## src/rtl/part_bridge_pkg.sv

```systemverilog
// rtl/part_bridge_pkg.sv - shared types and helpers for the partition init bridge
package part_bridge_pkg;

    localparam int PB_DW = 8;

    typedef enum logic [1:0] {
        ST_IDLE,
        ST_SEND,
        ST_WAIT,
        ST_ERR
    } bridge_state_e;

    typedef struct packed {
        logic             wen;
        logic [PB_DW-1:0] data;
    } payload_t;

    // Channel index width; a single channel still needs one bit on the link.
    function automatic int chw(input int n);
        return (n <= 1) ? 1 : $clog2(n);
    endfunction

endpackage

```

## src/rtl/part_init_bridge_if.sv

```systemverilog
// rtl/part_init_bridge_if.sv - put/get link between the bridge and the target
interface part_init_bridge_if #(
    parameter int CHW = 2,
    parameter int DW  = 8
);
    logic           put_valid_o;
    logic           put_ready_i;
    logic [CHW-1:0] put_ch_o;
    logic [DW:0]    put_data_o;
    logic           get_valid_i;
    logic           get_ready_o;
    logic [CHW-1:0] get_ch_i;
    logic [DW:0]    get_data_i;

    modport master (
        output put_valid_o, put_ch_o, put_data_o, get_ready_o,
        input  put_ready_i, get_valid_i, get_ch_i, get_data_i
    );

    modport slave (
        input  put_valid_o, put_ch_o, put_data_o, get_ready_o,
        output put_ready_i, get_valid_i, get_ch_i, get_data_i
    );
endinterface

```

## src/rtl/part_bridge_edge_cap.sv

```systemverilog
// rtl/part_bridge_edge_cap.sv - per-channel mission clock edge detector and payload snapshot
module part_bridge_edge_cap #(
    parameter int DW = 8
) (
    input  logic          clk_i,
    input  logic          rst_ni,
    input  logic          mclk_i,
    input  logic          wen_i,
    input  logic [DW-1:0] data_i,
    input  logic          busy_i,
    input  logic          clr_i,
    output logic          pending_o,
    output logic [DW:0]   snap_o,
    output logic          ovr_o
);
    logic        sync_q;
    logic        dly_q;
    logic        pend_q;
    logic [DW:0] snap_q;
    logic        rise_w;

    assign rise_w = sync_q & ~dly_q;
    // A clear in the same cycle as an edge still sees pend_q set, so it is an overrun.
    assign ovr_o  = rise_w & (pend_q | busy_i);

    always_ff @(posedge clk_i or negedge rst_ni) begin
        if (!rst_ni) begin
            sync_q <= 1'b0;
            dly_q  <= 1'b0;
            pend_q <= 1'b0;
            snap_q <= '0;
        end else begin
            sync_q <= mclk_i;
            dly_q  <= sync_q;
            if (clr_i) begin
                pend_q <= 1'b0;
            end else if (rise_w && !busy_i && !pend_q) begin
                pend_q <= 1'b1;
                snap_q <= {wen_i, data_i};
            end
        end
    end

    assign pending_o = pend_q;
    assign snap_o    = snap_q;

endmodule

```

## src/rtl/part_init_bridge.sv

```systemverilog
// rtl/part_init_bridge.sv - exports mission-clock channel writes over a put/get link and imports responses
module part_init_bridge
    import part_bridge_pkg::*;
#(
    parameter int N_CH   = 3,
    parameter int DW     = PB_DW,
    parameter int WD_MAX = 10000,
    parameter int OUT_CH = N_CH - 1
) (
    input  logic                clk_i,
    input  logic                rst_ni,
    input  logic [N_CH-1:0]     mclk_i,
    input  logic [N_CH-1:0]     wen_i,
    input  logic [N_CH*DW-1:0]  data_i,
    part_init_bridge_if.master  link,
    output logic [N_CH-1:0]     freeze_clk_o,
    output logic                valid_o,
    output logic [DW-1:0]       o_data_o,
    output logic                wd_err_o,
    output logic                ovr_err_o,
    output logic                mis_err_o
);
    localparam int             CHW     = chw(N_CH);
    localparam int             WDW     = $clog2(WD_MAX + 1);
    localparam logic [WDW-1:0] WD_LAST = WDW'(WD_MAX - 1);

    bridge_state_e   state_q;
    logic [CHW-1:0]  cur_ch_q;
    logic [DW:0]     put_data_q;
    logic            put_valid_q;
    logic            get_ready_q;
    logic [WDW-1:0]  wd_cnt_q;
    logic            wd_err_q;
    logic            ovr_err_q;
    logic            mis_err_q;
    logic [DW:0]     rx_q [N_CH];
    logic [N_CH-1:0] freeze_q;

    logic [N_CH-1:0] pend_w;
    logic [N_CH-1:0] clr_w;
    logic [N_CH-1:0] busy_w;
    logic [N_CH-1:0] ovr_w;
    logic [DW:0]     snap_w [N_CH];
    logic            any_pend;
    logic [CHW-1:0]  sel_ch;

    for (genvar c = 0; c < N_CH; c++) begin : g_cap
        part_bridge_edge_cap #(.DW(DW)) u_cap (
            .clk_i     (clk_i),
            .rst_ni    (rst_ni),
            .mclk_i    (mclk_i[c]),
            .wen_i     (wen_i[c]),
            .data_i    (data_i[c*DW +: DW]),
            .busy_i    (busy_w[c]),
            .clr_i     (clr_w[c]),
            .pending_o (pend_w[c]),
            .snap_o    (snap_w[c]),
            .ovr_o     (ovr_w[c])
        );
    end

    // Lowest-index pending channel wins; the downward scan leaves the smallest index last.
    always_comb begin
        any_pend = |pend_w;
        sel_ch   = '0;
        clr_w    = '0;
        busy_w   = '0;
        for (int c = N_CH - 1; c >= 0; c--) begin
            if (pend_w[c]) sel_ch = CHW'(c);
        end
        if (state_q == ST_IDLE && any_pend) clr_w[sel_ch] = 1'b1;
        if (state_q == ST_SEND || state_q == ST_WAIT) busy_w[cur_ch_q] = 1'b1;
    end

    always_ff @(posedge clk_i or negedge rst_ni) begin
        if (!rst_ni) begin
            state_q     <= ST_IDLE;
            cur_ch_q    <= '0;
            put_data_q  <= '0;
            put_valid_q <= 1'b0;
            get_ready_q <= 1'b0;
            wd_cnt_q    <= '0;
            wd_err_q    <= 1'b0;
            mis_err_q   <= 1'b0;
            for (int c = 0; c < N_CH; c++) rx_q[c] <= '0;
        end else begin
            case (state_q)
                ST_IDLE: begin
                    if (any_pend) begin
                        cur_ch_q    <= sel_ch;
                        put_data_q  <= snap_w[sel_ch];
                        put_valid_q <= 1'b1;
                        state_q     <= ST_SEND;
                    end
                end
                ST_SEND: begin
                    if (link.put_ready_i) begin
                        put_valid_q <= 1'b0;
                        get_ready_q <= 1'b1;
                        wd_cnt_q    <= '0;
                        state_q     <= ST_WAIT;
                    end
                end
                ST_WAIT: begin
                    if (link.get_valid_i && link.get_ch_i == cur_ch_q) begin
                        rx_q[cur_ch_q] <= link.get_data_i;
                        get_ready_q    <= 1'b0;
                        state_q        <= ST_IDLE;
                    end else begin
                        // Responses for other channels are consumed so the link never stalls.
                        if (link.get_valid_i) mis_err_q <= 1'b1;
                        if (wd_cnt_q == WD_LAST) begin
                            get_ready_q <= 1'b0;
                            wd_err_q    <= 1'b1;
                            state_q     <= ST_ERR;
                        end else begin
                            wd_cnt_q <= wd_cnt_q + 1'b1;
                        end
                    end
                end
                default: ;
            endcase
        end
    end

    always_ff @(posedge clk_i or negedge rst_ni) begin
        if (!rst_ni) begin
            freeze_q  <= '0;
            ovr_err_q <= 1'b0;
        end else begin
            freeze_q  <= (state_q == ST_ERR) ? '1 : (pend_w | busy_w);
            ovr_err_q <= ovr_err_q | (|ovr_w);
        end
    end

    assign link.put_valid_o = put_valid_q;
    assign link.put_ch_o    = cur_ch_q;
    assign link.put_data_o  = put_data_q;
    assign link.get_ready_o = get_ready_q;
    assign freeze_clk_o     = freeze_q;
    assign valid_o          = rx_q[OUT_CH][DW];
    assign o_data_o         = rx_q[OUT_CH][DW-1:0];
    assign wd_err_o         = wd_err_q;
    assign ovr_err_o        = ovr_err_q;
    assign mis_err_o        = mis_err_q;

endmodule

```

## src/flat_wrapper.sv

```systemverilog
// flat-port wrapper written by rule: the top's interface ports become plain ports
module part_init_bridge_flat import part_bridge_pkg::*;
#(
    parameter int N_CH   = 3,
    parameter int DW     = PB_DW,
    parameter int WD_MAX = 10000,
    parameter int OUT_CH = N_CH - 1
)
  (clk_i, rst_ni, mclk_i, wen_i, data_i, freeze_clk_o, valid_o, o_data_o, wd_err_o, ovr_err_o, mis_err_o, link_put_valid_o, link_put_ch_o, link_put_data_o, link_get_ready_o, link_put_ready_i, link_get_valid_i, link_get_ch_i, link_get_data_i);
  part_init_bridge_if #(.CHW((chw(N_CH))), .DW(DW)) link_i ();
  input  logic clk_i;
  input  logic rst_ni;
  input  logic [N_CH-1:0] mclk_i;
  input  logic [N_CH-1:0] wen_i;
  input  logic [N_CH*DW-1:0] data_i;
  output logic [N_CH-1:0] freeze_clk_o;
  output logic valid_o;
  output logic [DW-1:0] o_data_o;
  output logic wd_err_o;
  output logic ovr_err_o;
  output logic mis_err_o;
  output wire logic [$bits(link_i.put_valid_o)-1:0] link_put_valid_o;
  output wire logic [$bits(link_i.put_ch_o)-1:0] link_put_ch_o;
  output wire logic [$bits(link_i.put_data_o)-1:0] link_put_data_o;
  output wire logic [$bits(link_i.get_ready_o)-1:0] link_get_ready_o;
  input wire logic [$bits(link_i.put_ready_i)-1:0] link_put_ready_i;
  input wire logic [$bits(link_i.get_valid_i)-1:0] link_get_valid_i;
  input wire logic [$bits(link_i.get_ch_i)-1:0] link_get_ch_i;
  input wire logic [$bits(link_i.get_data_i)-1:0] link_get_data_i;
  assign link_put_valid_o = link_i.put_valid_o;
  assign link_put_ch_o = link_i.put_ch_o;
  assign link_put_data_o = link_i.put_data_o;
  assign link_get_ready_o = link_i.get_ready_o;
  assign link_i.put_ready_i = link_put_ready_i;
  assign link_i.get_valid_i = link_get_valid_i;
  assign link_i.get_ch_i = link_get_ch_i;
  assign link_i.get_data_i = link_get_data_i;
  part_init_bridge #(.N_CH(N_CH), .DW(DW), .WD_MAX(WD_MAX), .OUT_CH(OUT_CH)) u_core (.clk_i(clk_i), .rst_ni(rst_ni), .mclk_i(mclk_i), .wen_i(wen_i), .data_i(data_i), .link(link_i), .freeze_clk_o(freeze_clk_o), .valid_o(valid_o), .o_data_o(o_data_o), .wd_err_o(wd_err_o), .ovr_err_o(ovr_err_o), .mis_err_o(mis_err_o));
endmodule
```

## config.mk

```make
export PLATFORM = sky130hd
export DESIGN_NAME = part_init_bridge_flat
export DESIGN_NICKNAME = d
export VERILOG_FILES = /design/src/rtl/part_bridge_pkg.sv /design/src/rtl/part_init_bridge_if.sv /design/src/rtl/part_bridge_edge_cap.sv /design/src/rtl/part_init_bridge.sv /design/src/flat_wrapper.sv
export SDC_FILE = /design/constraint.sdc
export NUM_CORES = 1
export LEC_CHECK = 0
export CAP_MARGIN = 20
export CORE_MARGIN = 4
export CORE_UTILIZATION = 45
export CTS_CLUSTER_DIAMETER = 150
export DETAILED_ROUTE_END_ITERATION = 6
export HOLD_SLACK_MARGIN = 0.1
export PLACE_DENSITY_LB_ADDON = 0.1
export SYNTH_ARGS = -nofsm -noshare
export SYNTH_HDL_FRONTEND = slang
export SYNTH_SLANG_ARGS = --single-unit
```

## constraint.sdc

```tcl
create_clock -name clk_i -period 3.05 [get_ports clk_i]
set_clock_uncertainty 0.05 [all_clocks]
set_input_delay 0.61 -clock clk_i [delete_from_list [all_inputs] [get_ports clk_i]]
set_output_delay 0.61 -clock clk_i [all_outputs]
set_load 0.01 [all_outputs]
```

== After elaboration in Yosys (flattened, before gate mapping) ==
Cells that the tools add are included.

* Add/sub/neg operators: 1
* Magnitude comparators: 7
* Equality and inequality tests: 10
* Multiplexer cells: 38
* Bitwise operators: 20
* Reductions and logical operators: 38

{| class="wikitable"
|+ Operator list
! cell !! count
|-
| 14-bit 2-to-1 mux || 3
|-
| 14-bit case mux with 2 select lines || 1
|-
| 27-bit bitwise mux || 1
|-
| 9-bit 2-to-1 mux || 3
|-
| 9-bit binary-select mux with 2-bit select || 1
|-
| 9-bit demux with 2-bit select || 1
|-
| 14-bit by 1-bit adder with 14-bit output, second input constant || 1
|-
| 14-bit equality test, second input constant || 1
|-
| 2-bit 2-to-1 mux || 7
|-
| 1-bit 2-to-1 mux || 13
|-
| 3-bit AND reduction || 4
|-
| 1-bit logical AND || 11
|-
| 2-bit AND reduction || 5
|-
| 2-bit nonzero test || 5
|-
| 3-bit 2-to-1 mux || 3
|-
| 4-bit AND reduction || 2
|-
| 1-bit NOT || 7
|-
| 1-bit bitwise AND || 6
|-
| 3-bit greater-or-equal comparator, second input constant || 2
|-
| 1-bit zero test || 6
|-
| 2-bit by 3-bit less-than comparator with 1-bit output, second input constant || 2
|-
| 2-bit inequality test, second input constant || 3
|-
| 2-bit NOT with 3-bit output || 2
|-
| 2-bit case mux with 3 select lines || 1
|-
| other kinds (15) || 23
|}

* Register bits: 98
* Input bits: 45
* Output and inout bits: 28
* Logic and storage cells: 139

== Longest topological paths before layout ==
Gate-level depths: netlist of run 1.

* Depth in word-level cells: 10
* Depth in mapped cells: 8
* Mapped depth without buffers: 7

== Cells and area by module ==
From an unflattened synthesis of run 1, not the netlist that was laid out.

* Cells, all modules: 324
* Area, all modules: 3,823.7 sq um

{| class="wikitable"
|+ Modules (own cells, without submodules)
! module !! instances !! cells an instance !! area each (sq um) !! seq. area each (sq um)
|-
| part_init_bridge || 1 || 243 || 2,453.6 || 1,101.1
|-
| part_bridge_edge_cap || 3 || 27 || 456.7 || 300.3
|}

== Worst setup path after synthesis of run 1 ==
Ideal clock, no wire load.

* Path type: reg2reg
* From: register u_core.wd_cnt_q[0]
* To: register u_core.wd_cnt_q[11]
* Arrival: 1,889 ps
* Setup slack: 985 ps
* Cell stages (with the launch flop): 8
* Buffers on the path: 1
* Clock period less this slack: 2,065 ps
* Path through: dfrtp_1 -> ha_1 -> and3_1 -> and4_1 -> buf_2 -> or2_1 -> a21o_1 -> a221o_1

* Cells in the longest elaborated chain, start to end: 4
* Elaborated cells between the ends (all ways): 7
* Classes of those cells: add/sub: 1; eq/ne: 2; mux: 3; reduce/logical: 1

{| class="wikitable"
|+ RTL lines
! item !! line !! text
|-
| start, declared || part_init_bridge.sv:32 || <nowiki>logic [WDW-1:0] wd_cnt_q;</nowiki>
|-
| start signal, assigned || part_init_bridge.sv:117 || <nowiki>wd_cnt_q <= wd_cnt_q + 1'b1;</nowiki>
|-
| 14-bit by 1-bit adder with 14-bit output || part_init_bridge.sv:117 ||
|-
| 14-bit 2-to-1 mux || part_init_bridge.sv:112 || <nowiki>if (wd_cnt_q == WD_LAST) begin</nowiki>
|-
| 14-bit 2-to-1 mux || part_init_bridge.sv:105 || <nowiki>if (link.get_valid_i && link.get_ch_i == cur_ch_q) begin</nowiki>
|-
| 14-bit case mux with 2 select lines || part_init_bridge.sv:87 || <nowiki>case (state_q)</nowiki>
|}

Several ways; a longest one is shown, not always the timed one. The select of a mux whose other input is x is not followed.
A chain may end at the register's enable or synchronous reset.

== Worst setup path in the final report of run 1 ==
* From: register u_core.state_q[0]
* To: register u_core.g_cap[0].u_cap.snap_q[3]

* Cells in the longest elaborated chain, start to end: 7
* Elaborated cells between the ends (all ways): 12
* Classes of those cells: eq/ne: 2; mux: 2; bitwise: 1; reduce/logical: 7

{| class="wikitable"
|+ RTL lines
! item !! line !! text
|-
| start, declared || part_init_bridge.sv:27 || <nowiki>bridge_state_e state_q;</nowiki>
|-
| start signal, assigned || part_init_bridge.sv:77 || <nowiki>state_q <= ST_IDLE;</nowiki>
|-
| start signal, assigned || part_init_bridge.sv:93 || <nowiki>state_q <= ST_SEND;</nowiki>
|-
| start signal, assigned || part_init_bridge.sv:101 || <nowiki>state_q <= ST_WAIT;</nowiki>
|-
| 2-bit by 1-bit equality test with 1-bit output or 2-bit equality test (tied branches) || part_init_bridge.sv:72 || <nowiki>if (state_q == ST_SEND || state_q == ST_WAIT) busy_w[cur_ch_q] = 1'b1;</nowiki>
|-
| 1-bit logical OR || part_init_bridge.sv:72 ||
|-
| 3-bit 2-to-1 mux || part_init_bridge.sv:72 ||
|-
| 1-bit zero test || part_bridge_edge_cap.sv:37 || <nowiki>end else if (rise_w && !busy_i && !pend_q) begin</nowiki>
|-
| 1-bit logical AND (2 in a row) || part_bridge_edge_cap.sv:37 ||
|-
| 2-bit AND reduction (no source line) (*) || n/a ||
|-
| end signal, assigned || part_bridge_edge_cap.sv:39 || <nowiki>snap_q <= {wen_i, data_i};</nowiki>
|-
| end, declared || part_bridge_edge_cap.sv:19 || <nowiki>logic [DW:0] snap_q;</nowiki>
|}

Mark *: on every way between the ends. The rest lies on a longest branch, timed or not.

==> results of run 1 <==
## layout make-up
type	count	area [sq um]
flip-flops and latches	80	2002
multi-input cells	217	1544
clock buffers	13	158.9
fillers	680	3119
inverters	8	30.03
well taps	102	127.6
repair buffers	80	800.8
clock inverters	3	25.02
## sequential cells by signal, indices dropped and copies added, names as in the netlist, 2 cells and up
name / cells
u_core.g_cap.u_cap.pending_o: 3
u_core.g_cap.u_cap.dly_q: 3
u_core.wd_cnt_q: 14
u_core.o_data_o: 8
u_core.g_cap.u_cap.snap_o: 27
u_core.g_cap.u_cap.sync_q: 3
u_core.state_q: 2
u_core.freeze_clk_o: 3
u_core.link.put_data_o: 9
u_core.link.put_ch_o: 2
## worst paths after layout
path,startpoint,end,slack (ns),depth (start not counted)
setup / recovery,u_core.state_q[0],u_core.g_cap[0].u_cap.snap_o[3],0.75,6
hold / removal,u_core.g_cap[2].u_cap.sync_q,u_core.g_cap[2].u_cap.dly_q,0.34,0
setup reg to reg,u_core.state_q[0],u_core.g_cap[0].u_cap.snap_o[3],0.75,6
hold reg to reg,u_core.g_cap[2].u_cap.sync_q,u_core.g_cap[2].u_cap.dly_q,0.34,0
max in group asynchronous,rst_ni,u_core.g_cap[0].u_cap.snap_o[3],1.83,3
min in group asynchronous,rst_ni,u_core.g_cap[0].u_cap.snap_o[1],0.56,2
## metal layers
layer / vias up / global-route usage, % / share of wire (%)
met5: - / 0 / 0
met4: 0 / 6.390 / 1.2
met3: 7 / 4.000 / 6.1
met2: 83 / 24.50 / 43
met1: 1328 / 25.87 / 50
li1: 1303 / - / -
## cell families after synthesis
group | Yosys count
simple gates | 99
flops | 80
compound gates | 67
mux | 44
buf+inv | 22
fa+ha+maj | 5
xor+xnor | 2
## worst register-to-register path, cell delays in order, from the launching register on
cell	delay [ns]
dfrtp_1	0.38
inv_1	0.09
ha_1	0.39
and3_1	0.25
nor3_2	0.46
buf_4	0.25
mux2_2	0.33
## report_power, final
| group | total [mW] | internal, mW | switching [mW] |
|---|---|---|---|
| Combinational | 1.62 | 0.844 | 0.777 |
| Clock | 0.726 | 0.346 | 0.380 |
| Sequential | 1.74 | 1.43 | 0.313 |
## cell usage after synthesis, drive strengths merged, types with 2 or more instances
cell and count:
dfrtp 80, mux2 37, nor2 31, nand2 25, o21ai 21, a21oi 9, a22oi 9, clkbuf 9
inv 8, a221o 7, and3 7, mux2i 7, nor2b 6, buf 5, ha 5, nand3 5
nand4 5, nor3 5, a21o 4, a221oi 4, a31oi 3, nand2b 3, nor3b 3, a31o 2
nor4b 2, o31ai 2, or2 2, xnor2 2
## per-stage QoR
step / hold WS, ns / worst slack [ns] / cell area, sq um
2_1_floorplan: 0.2644 / 0.9845 / 3637
3_3_place_gp: 0.3142 / 0.5479 / 4467
3_5_place_dp: 0.3210 / 0.4866 / 4467
4_1_cts: 0.3398 / 0.7682 / 4651
5_1_grt: 0.3474 / 0.6528 / 4688
6_report: 0.3419 / 0.7459 / 4688
==> out/metrics.csv, run 1 <==
metric,value,unit
CTS tree,done,
Lkg Pwr,2.049,nW
Final Core Density,60.05,%
CP arrival,2.48,ns
slowest CP cell,nor3_2,
Synth cell types,46,
vias in the first global route,2678,
Worst Max-Slew Pin Slew,0.7077,ns
CTS buffer count,9,
outcome,finished clean,
mux cell area share after synthesis,13.38,%
pwr dens,871.3,mW/mm^2
Resized Gates After CTS,0,
post-synthesis compound-gate area fraction,12.66,%
Placeable Area,0.007807,sq mm
Post-Syn Nets,369,
Die Ht,97.91,um
first-pass GRT wire length,13.41,mm
Synth Area in Adders,1.720,%
Max-Cap Viols,0,
top-area cell type share of the netlist area,55.04,%
Die X,97.91,um
Mapped Avg Cell Area,11.40,sq um
Final GP Congestion,0.8508,
Skew-Pair Late Insertion Delay,0.34,ns
Root Buffer,clkbuf_8,
# clock sinks,80,
IO Count,73,
"delay-heaviest family, CP",simple AND/OR/NAND/NOR gates,
Setup TNS,0,ns
most frequent cells in the layout,"dfrtp_1 (80), clkdlybuf4s50_1 (71), mux2_2 (37), nor2_1 (31), nand2_1 (25)",
maximum VDD drop,487.1,uV
Worst EP required,3.23,ns
Synth Instances,319,
post-DR wirelength/cell,15.92,um
Synth Flop Type,dfrtp_1,
post-synthesis xor/xnor area fraction,0.4816,%
Total Wirelength,8.007,mm
Placed Cells,485,
input/output buffers,72,
Setup CP Type,flip-flop to flip-flop,
Pins Over Slew Limit,0,
setup repair after global routing missed its margin,no,
clk buf depth,2,
setup bufs post-CTS,0,
DR iter-0 viols,99,
Die ar.,0.009585,sq mm
Clock transition at path regs,0.08,ns
first-pass detailed-route iteration total,4,
critical path's largest stage delay,0.46,ns
synthesized flop and latch total,80,
via density per instance,5.410,
"top cells by area, synth","dfrtp_1 (55%), mux2_2 (11%), nor2_1 (3.2%)",
Yosys warning count,0,
"critical path fanouts, max",6,
post-synthesis sequential area ratio,55.04,%
H-tree Lvls,3,
FMAX,434.0,MHz
total power draw,4.085,mW
critical path cell sequence,"inv_1, ha_1, and3_1, nor3_2, buf_4, mux2_2",
DR DRC count,0,
Synth Cell Area,0.003637,sq mm
layout cells sized above 1,17.21,%
async set-reset flop share out of synthesis,100.0,%
"Hold Vio Cnt, Final",0,
WP buf/inv,2,
largest family of logic cells by synthesized area,simple AND/OR/NAND/NOR gates,
antenna diode count,0,
initial antenna violation count,0,
post-detailed-route count of antenna-violating nets,0,
"area leader, netlist",dfrtp_1,
# hold bufs at CTS,0,
GRT overflow,0,
Total Routing Usage GR,17.31,%
Post-Layout Cell Count,503,
number of synthesized flops with an enable pin,0,
simple-gate share of the synthesized area,14.07,%
nets,446,
total number of vias,2721,
largest net degree at the start of global routing,81,
crit end category,flip-flop,
Setup Viol. Count Final,0,
Initial Util,46.59,%
"commonest non-fill, non-tap cell in the layout",dfrtp_1,
worst hold path type,flip-flop to flip-flop,
Tcrit/Tclk final,75.54,%
row count,32,
placed wire-length estimate,5.650,mm
relative slew slack,52.54,%
min Tclk post-route,2.304,ns
crit path launch type,flip-flop,
Layout area overhead,28.90,%
No activity file was read; power rests on OpenSTA's default activity.
==> run 2, diff against run 1 <==
clock period = 2.3 ns   (was 3.05 ns; I/O delays follow)
==> out/metrics.csv, run 2 (synthesis gave the netlist of run 1 again) <==
metric,value,unit,change
Internal,3.579,mW,was 2.615 mW
IO Count,73,,unchanged
Gate power share,40.8,%,was 39.7%
Net Sw Frac,35.27,%,was 35.99%
Worst EP required,2.48,ns,was 3.23 ns
H-tree Lvls,3,,unchanged
placed wire-length estimate,5.789,mm,was 5.650 mm
first-pass detailed-route iteration total,4,,unchanged
post-DR wirelength/cell,15.47,um,was 15.92 um
outcome,finished clean,,unchanged
Die Ht,97.91,um,unchanged
nets,454,,was 446
worst hold path type,flip-flop to flip-flop,,unchanged
"critical path fanouts, max",6,,unchanged
total number of vias,2680,,was 2721
hold path depth,0,,unchanged
Die X,97.91,um,unchanged
CTS tree,done,,unchanged
crit path launch type,flip-flop,,unchanged
Psw,1.950,mW,was 1.470 mW
Setup CP Type,flip-flop to flip-flop,,unchanged
post-detailed-route count of antenna-violating nets,0,,unchanged
Clock transition at path regs,0.08,ns,about the same
DR iter-0 viols,94,,was 99
maximum VDD drop,509.7,uV,was 487.1 uV
GRT overflow,0,,unchanged
input/output buffers,72,,unchanged
Total Routing Usage GR,17.23,%,was 17.31%
Total Wirelength,7.906,mm,was 8.007 mm
max FFs per register,27,,unchanged
largest net degree at the start of global routing,42,,was 81
Worst Max-Slew Pin Slew,0.6514,ns,was 0.7077 ns
part of the power in registers,40.9,%,was 42.6%
Placeable Area,0.007807,sq mm,unchanged
Setup Slack @ Placement,-0.0002658,ns,was 0.4866 ns
DR DRC count,0,,unchanged
min Tclk post-route,2.176,ns,was 2.304 ns
met1 WL,3.947,mm,was 3.983 mm
slowest CP cell,dfrtp_1,,was nor3_2
Final GP Congestion,0.8511,,was 0.8508
Layout area overhead,30.48,%,was 28.90%
via density per instance,5.245,,was 5.410
clock power share,18.3,%,was 17.8%
crit end category,flip-flop,,unchanged
Tcrit/Tclk final,94.61,%,was 75.54%
Max-Cap Viols,0,,unchanged
most frequent cells in the layout,"dfrtp_1 (80), clkdlybuf4s50_1 (71), mux2_2 (37), nor2_1 (31), nand2_1 (25)",,unchanged
CTS buffer count,9,,unchanged
Resized Gates After CTS,0,,unchanged
final worst setup slack,0.1239,ns,was 0.7459 ns
setup repair after global routing missed its margin,no,,unchanged
Skew-Pair Late Insertion Delay,0.34,ns,about the same
FF-to-FF path depth,6,,unchanged
worst hold margin,0.3441,ns,was 0.3419 ns
layout cells sized above 1,18.58,%,was 17.21%
initial antenna violation count,0,,unchanged
"commonest non-fill, non-tap cell in the layout",dfrtp_1,,unchanged
FMAX,459.5,MHz,was 434.0 MHz
met3 routed WL,523,um,was 488 um
pwr dens,1165,mW/mm^2,was 871.3 mW/mm^2
"Hold Vio Cnt, Final",0,,unchanged
antenna diode count,0,,unchanged
# clock sinks,80,,unchanged
Setup Viol. Count Final,0,,unchanged
Pins Over Slew Limit,0,,unchanged
first-pass GRT wire length,13.33,mm,was 13.41 mm
Die ar.,0.009585,sq mm,unchanged
critical path's largest stage delay,0.42,ns,was 0.46 ns
relative slew slack,56.11,%,was 52.54%
Lkg Pwr,2.082,nW,was 2.049 nW
row count,32,,unchanged
CP arrival,2.36,ns,was 2.48 ns
top layer in use,met4,,unchanged
vias in the first global route,2592,,was 2678
Root Buffer,clkbuf_8,,unchanged
Initial Util,46.59,%,unchanged
critical path cell sequence,"ha_1, and3_1, and4_1, or2_1, a21o_1, a221o_1",,"was inv_1, ha_1, and3_1, nor3_2, buf_4, mux2_2"
met2 wire len,3.316,mm,was 3.439 mm
clk buf depth,2,,unchanged
==> run 2: layer usage <==
layer	global-route usage (%)	vias up
met5	0	-
met4	6.070	0
met3	4.857	12
met2	23.14	83
met1	26.42	1263
li1	-	1322
==> run 2: critical path: cells and delay by family, from the launching register on <==
family / cells / cell delay, ns
and+or+nand+nor: 3 / 0.75
AOI/OAI and AO/OA: 2 / 0.60
DFF: 1 / 0.42
adders and majority gates: 1 / 0.25
==> run 2: final cells by class <==
| cell class | count | area, sq um |
|---|---|---|
| fillers | 660 | 3062 |
| flip-flops and latches | 80 | 2002 |
| multi-input cells | 217 | 1544 |
| repair buffers | 88 | 853.3 |
| clock buffers | 12 | 135.1 |
| well taps | 102 | 127.6 |
| clock inverters | 4 | 53.80 |
| inverters | 8 | 30.03 |
==> run 2: per-stage QoR <==
step                      instances  util [%]     TNS, ns  area (sq um)  power (mW)
after floorplan                 319         -           0          3637       3.628
after global placement          494     58.24           0          4547       4.504
after detailed placement        494     58.24  -0.0002658          4547       4.555
after CTS                       511     60.79           0          4746       5.580
after global routing            511     60.79           0          4746       5.947
final                           511     60.79           0          4746       5.530
==> run 2: power by group through the flow <==
stage	Clock (mW)	Sequential (mW)	Combinational, mW
after global routing	1.12	2.33	2.50
after floorplan	0	2.21	1.42
final	1.01	2.26	2.25
after detailed placement	0	2.29	2.27
after CTS	1.05	2.26	2.27
after global placement	0	2.27	2.23
==> run 2: path summary, 6_finish.rpt <==
kind | startpoint | slack [ns] | end
max reg2reg | u_core.wd_cnt_q[0] | 0.12 | u_core.wd_cnt_q[9]
max | u_core.wd_cnt_q[0] | 0.12 | u_core.wd_cnt_q[9]
max in group asynchronous | rst_ni | 1.00 | u_core.g_cap[1].u_cap.snap_o[8]
min | u_core.g_cap[2].u_cap.sync_q | 0.34 | u_core.g_cap[2].u_cap.dly_q
min reg2reg | u_core.g_cap[2].u_cap.sync_q | 0.34 | u_core.g_cap[2].u_cap.dly_q
min in group asynchronous | rst_ni | 0.59 | u_core.link.put_data_o[1]
==> run 2: timing repair <==
item	4_1_cts	5_1_grt
setup buffers	0	0
hold buffers	1	0
hold endpoints to repair	40	0
